File: config.mk
export PLATFORM = sky130hd
export DESIGN_NAME = div_seq
export DESIGN_NICKNAME = d
export VERILOG_FILES = /design/src/rtl/div_seq_pkg.sv /design/src/rtl/div_step.sv /design/src/rtl/div_seq.sv
export SDC_FILE = /design/constraint.sdc
export NUM_CORES = 1
export LEC_CHECK = 0
export ABC_AREA = 1
export BUFFER_PORTS_ARGS = -buffer_cell sky130_fd_sc_hd__clkbuf_2
export CAP_MARGIN = 20
export CORE_MARGIN = 5
export CORE_UTILIZATION = 61
export CTS_CLUSTER_DIAMETER = 60
export DETAILED_ROUTE_END_ITERATION = 7
export PLACE_DENSITY = 0.82
export SYNTH_ARGS = -nofsm -noshare
export SYNTH_HDL_FRONTEND = slang
export SYNTH_HIERARCHICAL = 1
export SYNTH_SLANG_ARGS = --single-unit
File: constraint.sdc
create_clock -name clk -period 3.22 [get_ports clk]
set_input_delay 0.644 -clock clk [delete_from_list [all_inputs] [get_ports clk]]
set_output_delay 0.644 -clock clk [all_outputs]
set_load 0.02 [all_outputs]
File: src/rtl/div_seq_pkg.sv
// Shared ALU op codes and divider state encoding for the EX-stage DIV/DIVU path.
package div_seq_pkg;

    localparam logic [7:0] EXE_DIV_OP  = 8'b00011010;
    localparam logic [7:0] EXE_DIVU_OP = 8'b00011011;

    typedef enum logic [1:0] {
        DIV_IDLE = 2'b00,
        DIV_BUSY = 2'b01,
        DIV_DONE = 2'b10
    } div_state_e;

    function automatic logic is_div_op(input logic [7:0] op);
        return (op == EXE_DIV_OP) || (op == EXE_DIVU_OP);
    endfunction

endpackage

File: src/rtl/div_step.sv
// One restoring-division step: shift in the next dividend bit, subtract the divisor if it fits.
module div_step #(
    parameter int WIDTH = 32
) (
    input  logic [WIDTH-1:0] rem,
    input  logic             dvd_bit,
    input  logic [WIDTH-1:0] divisor,
    output logic [WIDTH-1:0] rem_next,
    output logic             qbit
);

    // One extra bit: the shifted remainder can reach 2*divisor-1.
    logic [WIDTH:0] shifted;
    logic [WIDTH:0] diff;

    assign shifted  = {rem, dvd_bit};
    assign diff     = shifted - {1'b0, divisor};
    assign qbit     = (shifted >= {1'b0, divisor});
    assign rem_next = qbit ? diff[WIDTH-1:0] : shifted[WIDTH-1:0];

endmodule

File: src/rtl/div_seq.sv
// Multi-cycle DIV/DIVU sequencer: stalls the pipeline while a 32-step restoring divide runs,
// then holds quotient (lo) and remainder (hi) until the EX stage advances.
module div_seq
    import div_seq_pkg::*;
#(
    parameter int WIDTH = 32,
    parameter int CNT_W = 5
) (
    input  logic             clk,
    input  logic             resetn,
    input  logic [7:0]       op_i,
    input  logic [WIDTH-1:0] a_i,
    input  logic [WIDTH-1:0] b_i,
    input  logic             ack_i,
    input  logic             flush_i,
    output logic             stall_o,
    output logic             valid_o,
    output logic [WIDTH-1:0] hi_o,
    output logic [WIDTH-1:0] lo_o
);

    div_state_e       state_reg;
    logic [CNT_W-1:0] cnt_reg;
    logic [WIDTH-1:0] dvd_reg;   // remaining dividend bits, quotient bits shift in from the bottom
    logic [WIDTH-1:0] dvs_reg;
    logic [WIDTH-1:0] rem_reg;
    logic [WIDTH-1:0] hi_reg;
    logic [WIDTH-1:0] lo_reg;
    logic             qneg_reg;
    logic             rneg_reg;
    logic             bzero_reg;

    logic             req;
    logic             is_signed;
    logic [WIDTH-1:0] a_abs;
    logic [WIDTH-1:0] b_abs;
    logic [WIDTH-1:0] rem_next;
    logic             qbit;
    logic [WIDTH-1:0] q_final;

    assign req       = is_div_op(op_i);
    assign is_signed = (op_i == EXE_DIV_OP);
    assign a_abs     = (is_signed && a_i[WIDTH-1]) ? -a_i : a_i;
    assign b_abs     = (is_signed && b_i[WIDTH-1]) ? -b_i : b_i;

    div_step #(.WIDTH(WIDTH)) u_step (
        .rem      (rem_reg),
        .dvd_bit  (dvd_reg[WIDTH-1]),
        .divisor  (dvs_reg),
        .rem_next (rem_next),
        .qbit     (qbit)
    );

    assign q_final = {dvd_reg[WIDTH-2:0], qbit};

    always_ff @(posedge clk or negedge resetn) begin
        if (!resetn) begin
            state_reg <= DIV_IDLE;
            cnt_reg   <= '0;
            dvd_reg   <= '0;
            dvs_reg   <= '0;
            rem_reg   <= '0;
            hi_reg    <= '0;
            lo_reg    <= '0;
            qneg_reg  <= 1'b0;
            rneg_reg  <= 1'b0;
            bzero_reg <= 1'b0;
        end else if (flush_i) begin
            state_reg <= DIV_IDLE;
        end else begin
            case (state_reg)
                DIV_IDLE: begin
                    if (req) begin
                        dvd_reg   <= a_abs;
                        dvs_reg   <= b_abs;
                        qneg_reg  <= is_signed && (a_i[WIDTH-1] ^ b_i[WIDTH-1]);
                        rneg_reg  <= is_signed && a_i[WIDTH-1];
                        bzero_reg <= (b_i == '0);
                        rem_reg   <= '0;
                        cnt_reg   <= '0;
                        state_reg <= DIV_BUSY;
                    end
                end
                DIV_BUSY: begin
                    dvd_reg <= q_final;
                    rem_reg <= rem_next;
                    cnt_reg <= cnt_reg + CNT_W'(1);
                    if (cnt_reg == CNT_W'(WIDTH - 1)) begin
                        state_reg <= DIV_DONE;
                        lo_reg    <= bzero_reg ? '1 : (qneg_reg ? -q_final : q_final);
                        // With a zero divisor the remainder ends as |a|, so the sign fix restores a.
                        hi_reg    <= rneg_reg ? -rem_next : rem_next;
                    end
                end
                DIV_DONE: begin
                    if (ack_i) begin
                        state_reg <= DIV_IDLE;
                    end
                end
                default: state_reg <= DIV_IDLE;
            endcase
        end
    end

    assign stall_o = ((state_reg == DIV_IDLE) && req && !flush_i) || (state_reg == DIV_BUSY);
    assign valid_o = (state_reg == DIV_DONE);
    assign hi_o    = hi_reg;
    assign lo_o    = lo_reg;

endmodule

Word-level counts from Yosys, hierarchy flattened

Index checks and enable logic that the tools add are counted.

$add $sub $neg: 6
$lt $le $gt $ge: 1
Eq/ne operators: 9
Muxes and demuxes: 17
Bitwise gates (word level): 2
Reduce and logical (&&, ||, !) cells: 15

Operator list:

| cell                                                 | count |
|---|---|
| 2-to-1 mux 32 bit                                    | 8 |
| negation 32 bit                                      | 4 |
| case mux 32 bit (2 select lines)                     | 2 |
| >= comparator 33 x 32 -> 1 bit                       | 1 |
| logical NOT 32 bit                                   | 1 |
| subtractor 32 bit                                    | 1 |
| equality test 8 x 5 -> 1 bit (second input constant) | 2 |
| AND reduction 3 bit                                  | 4 |
| case mux 5 bit (2 select lines)                      | 1 |
| != test 3 bit (second input constant)                | 3 |
| 2-to-1 mux 2 bit                                     | 4 |
| case mux 2 bit (3 select lines)                      | 1 |
| adder 5 x 1 -> 5 bit (second input constant)         | 1 |
| equality test 5 bit (second input constant)          | 1 |
| logical AND 1 bit                                    | 5 |
| 2-to-1 mux 5 bit                                     | 1 |
| equality test 2 x 1 -> 1 bit (second input constant) | 1 |
| equality test 2 bit (second input constant)          | 1 |
| logical NOT 2 bit                                    | 1 |
| logical OR 1 bit                                     | 2 |
| != test 2 bit (second input constant)                | 1 |
| nonzero test 2 bit                                   | 1 |
| logical NOT 1 bit                                    | 1 |
| NOT 1 bit                                            | 1 |
| bitwise XOR 1 bit                                    | 1 |

Register bits after elaboration: 170
Bits of input ports: 76
Output and inout bits: 66
Logic and storage cells: 60

Longest topological paths before layout

Depth after elaboration: 5
Mapped depth: 26
Depth with buffers taken out: 25

Hierarchy

The synthesis kept the hierarchy.

Modules (own cells, without submodules):

| module   | instances | cells each | area each (µm²) | seq. area each (µm²) |
|---|---|---|---|---|
| div_seq  | 1         | 1564       | 10490.1         | 4254.1 |
| div_step | 1         | 647        | 3160.5          | 0.0 |

Worst setup path before layout

OpenSTA, ideal clock, no wires.

Path type: register -> register
Start: reg rem_reg[2]
End: reg lo_reg[22] (netlist: lo_o[22])
Library setup time: 120 ps
Arrival time: 2703 ps
Required time: 3100 ps
Path slack: 398 ps
Cell stages (with the launch flop): 24
Path buffers: 1
Clock period less this slack: 2822 ps
Cells stage by stage: dfrtp_1 ha_1 nand2_2 inv_1 nand2_1 nand2_1 nand2_1 nand3_2 nand2_2 nand2_2 nand2_4 nand2_8 buf_6 inv_1 ha_1 nand2_1 nand2_1 nand3b_1 nor2_4 nand2_1 nand2_1 nand3_1 o21ai_0 inv_1

Cells in the longest elaborated chain, start to end: 4

RTL lines:

| item                           | RTL line       | text |
|---|---|---|
| from (decl)                    | div_seq.sv:26  | `logic [WIDTH-1:0] rem_reg;` |
| from (signal assigned)         | div_seq.sv:86  | `rem_reg <= rem_next;` |
| >= comparator 33 x 32 -> 1 bit | div_step.sv:18 | `assign qbit = (shifted >= {1'b0, divisor});` |
| net qbit                       | div_seq.sv:38  | `logic qbit;` |
| negation 32 bit                | div_seq.sv:90  | `lo_reg <= bzero_reg ? '1 : (qneg_reg ? -q_final : q_final);` |
| 2-to-1 mux 32 bit (2 in a row) | div_seq.sv:90  |  |
| to (signal assigned)           | div_seq.sv:90  |  |
| to (decl)                      | div_seq.sv:28  | `logic [WIDTH-1:0] lo_reg;` |

The timed path passes the listed nets, and every way through them passes these cells.
A chain may end at the register's enable or synchronous reset.

Final worst setup path

Start: reg dvs_reg[29]
End: reg hi_reg[26] (netlist: hi_o[26])

Cells in the longest elaborated chain, start to end: 4

RTL lines:

| item                           | RTL line       | text |
|---|---|---|
| from (decl)                    | div_seq.sv:25  | `logic [WIDTH-1:0] dvs_reg;` |
| from (signal assigned)         | div_seq.sv:75  | `dvs_reg <= b_abs;` |
| >= comparator 33 x 32 -> 1 bit | div_step.sv:18 |  |
| 2-to-1 mux 32 bit              | div_step.sv:19 | `assign rem_next = qbit ? diff[WIDTH-1:0] : shifted[WIDTH-1:0];` |
| net rem_next[7]                | div_seq.sv:37  | `logic [WIDTH-1:0] rem_next;` |
| negation 32 bit                | div_seq.sv:92  | `hi_reg <= rneg_reg ? -rem_next : rem_next;` |
| 2-to-1 mux 32 bit              | div_seq.sv:92  |  |
| to (signal assigned)           | div_seq.sv:92  |  |
| to (decl)                      | div_seq.sv:27  | `logic [WIDTH-1:0] hi_reg;` |

The timed path passes the listed nets, and every way through them passes these cells.

==> impl_metrics.yaml <==
worst_setup_path:
  crit_chain: "inv_1 -> ha_4 -> nand2_1 -> inv_1 -> nand3_1 -> nor3_2 -> nand2_1 -> nand2_1 -> nor2_4 -> buf_6 -> nand2_4 -> nand2_1 -> nand2_4 -> nor2_2 -> nand3_2 -> nor2_4 -> buf_4 -> nand3_1 -> nand2_1 -> nand2_1 -> nand2_1 -> nand2_1 -> nand2_1 -> nand2_1"
  worstSetupPathType: "flip-flop to flip-flop"
  cp-end-kind: "flip-flop"
  critPathRequiredTime_ps: 3560
  crit_top_cell: "nand2_1"
  path_buf_inv: 4
  critPathSlowestCell: "dfrtp_1"
  crit_family: "simple AND/OR/NAND/NOR gates"
  max_stage_delay_ps: 380
  critPathArrivalTime_ps: 3480
  crit_fanout: 6
  crit_path_start_kind: "flip-flop"
final_layout:
  syn_to_final_growth_pct: 22.2
  fin_util_pct: 76.0
  fillers: 1726
  design_area_sq_um: 16700
  drive_gt1_share_pct: 19.7
  diodes: 0
  fin_cells: 2716
  final_nets: 2538
sta:
  tightest_slew_ps: 715
  relSlewSlack_pct: 52.3
  worst_slack_ps: 79.3
  setup-tns-final_ps: 0
  period_share_pct: 97.5
  finalClockSkew_ps: 21.5
  fmaxAchievable_mhz: 318
  setup_viol: 0
  hold_viol_final: 0
  period_needed_ps: 3140
  rsz0062_at_grt: "true"
  fin_hold_ws_ps: 184
  drv_slew: 0
power_and_ir_drop:
  p_leak_nw: 9.17
  power.total_mw: 8.94
  power_density_nw_per_um2: 536
  ir_drop_mv: 0.438
global_routing:
  grt_max_degree: 90
  gr-total-overflow: 0
  met1_usage_pct: 51.3
  use_met3_pct: 8.08
  grt_pass1_vias: 14863
  grt_antenna_before_repair: 0
  grt_pass1_wl_mm: 76.9
  busiest_layer: "met2"
  grt_usage_pct: 37.3
  use_met2_pct: 58.2
yosys:
  netlist_instances: 2211
  ys_ff_latch: 170
  ys_async_sr_fraction_pct: 100
  syn_avg_cell_area_sq_um: 6.17
  synth_seq_area_share_pct: 31.2
  ys_types: 45
  synth_nets: 2326
  ys.flop_type: "dfrtp_1"
  ys_warn_count: 6
  synth-edff-count: 0
  syn-cell-area_sq_um: 13700
floorplanning:
  die_height_microns: 160
  core_sq_um: 22000
  start_util_pct: 62.2
  rows: 54
  ioPinCount: 142
  die_width_microns: 160
  die-area_sq_um: 25500
drt:
  drtAntennaViolNets: 0
  drc: 0
  wl_mm: 49.4
  dr.pass1.iters: 6
  vias: 15848
  viasPerCell: 5.84
  drt-initial-drc-count: 2036
  wire_per_inst_microns: 18.2
clock_tree:
  cts.sinks: 170
  cts_root_buf: "clkbuf_16"
  cts_inserted_buffers: 17
  htree_levels: 4
  cts_tree: "yes"
  insertion_delay_ps: 450
  clockBufferDepth: 2
  cts.clk_slew.worst_paths_ps: 90
placement:
  dp_hpwl_mm: 36.9
  place_inst: 2665
  place_congestion: 1.02
  placed_cell_area_sq_um: 15200
  numPortBuffers: 141
  place_ws_ps: -48.7
run_status:
  status: "completed"
run:
  max-cap-violations: 0
worst_hold_path:
  min_path_type: "primary input to async pin"
-- per-layer routing --
metal	wire length [microns]	share of wire, %
met2	21700	44
met5	0	0
met1	20100	41
met3	5670	11
met4	1980	4.0
-- layout by cell type (no fill, tap or decap), types with 9 or more instances in the layout --
cell / instances
a21oi_1: 47
and2_1: 9
buf_4: 100
clkbuf_16: 17
clkbuf_2: 140
dfrtp_1: 157
dfrtp_2: 13
ha_4: 31
inv_1: 279
inv_2: 26
nand2_1: 756
nand2_2: 31
nand3_1: 216
nand3_2: 24
nand3b_1: 17
nand4_1: 24
nor2_1: 228
nor2_2: 28
nor2_4: 15
nor3_1: 12
o21ai_0: 108
o21ai_1: 11
o22ai_1: 11
xor2_1: 46
-- where the power goes --
group          switching [mW]  internal, mW  leakage [nW]
clock network            1.06          1.13         0.303
registers               0.318          2.34          2.25
logic                    2.57          1.52          6.62
-- what timing repair did --
| action | 4_1_cts | 5_1_grt |
|---|---|---|
| cloned | 1 | 1 |
| gates resized for setup | 28 | 145 |
| endpoints found under the setup margin | 21 | 46 |
| pin swaps | 5 | 26 |
| setup buffers | 3 | 14 |
| hold buffers | 0 | 0 |
-- path summary, 6_finish.rpt --
kind / from / endpoint / slack, ps / depth (start not counted)
max: dvs_reg[29] / hi_o[26] / 80 / 24
min: resetn / dvs_reg[6] / 180 / 1
max reg2reg: dvs_reg[29] / hi_o[26] / 80 / 24
min reg2reg: dvs_reg[22] / dvs_reg[22] / 480 / 2
max in group asynchronous: resetn / lo_o[3] / 2140 / 2
min in group clk: ack_i / state_reg[1] / 370 / 2
-- cells in the mapped netlist, types with 2 or more instances --
master | instances | area, sq um
nand3_1 | 229 | 1150
nand2_4 | 2 | 22.5
o21ai_1 | 5 | 25.0
o22a_1 | 4 | 35.0
buf_4 | 8 | 60.1
inv_1 | 298 | 1120
buf_6 | 2 | 22.5
nor2_2 | 7 | 43.8
xor2_1 | 47 | 412
ha_1 | 38 | 475
nor3_1 | 13 | 65.1
a21oi_2 | 3 | 26.3
dfrtp_1 | 170 | 4250
a21oi_1 | 49 | 245
buf_12 | 2 | 40.0
nand3b_1 | 17 | 128
o22ai_1 | 11 | 68.8
xnor2_1 | 6 | 52.6
nand3_2 | 11 | 110
a21o_1 | 3 | 22.5
inv_2 | 7 | 26.3
nor2_4 | 8 | 90.1
nand4_1 | 24 | 150
or2_2 | 6 | 37.5
nand2_2 | 6 | 37.5
clkbuf_1 | 25 | 93.8
o211ai_1 | 3 | 22.5
buf_2 | 23 | 115
nor3_2 | 3 | 30.0
and2_1 | 9 | 56.3
nor4_1 | 2 | 12.5
nand2_1 | 785 | 2950
buf_1 | 2 | 7.51
o21ai_0 | 114 | 571
a31oi_1 | 4 | 25.0
nor2_1 | 256 | 961
-- cells by family (layout without fill, tap and decap cells) --
| logic type | count (synthesis) | after routing | synth area share (%) |
|---|---|---|---|
| buf+inv | 368 | 591 | 10.9 |
| simple gates | 1381 | 1383 | 43.0 |
| flops | 170 | 170 | 31.2 |
| xor+xnor | 53 | 53 | 3.40 |
| fa+ha+maj | 39 | 39 | 3.63 |
| compound gates | 200 | 200 | 7.86 |
-- final cells by class --
cell class,instances,area (sq um),share of cell area (%)
inverters,306,1150,6.89
clock inverters,15,200,1.20
flip-flops and latches,170,4270,25.6
well taps,280,350,2.10
repair buffers,253,1650,9.89
multi-input cells,1675,8630,51.8
clock buffers,17,425,2.55
No activity file was read; power rests on OpenSTA's default activity.
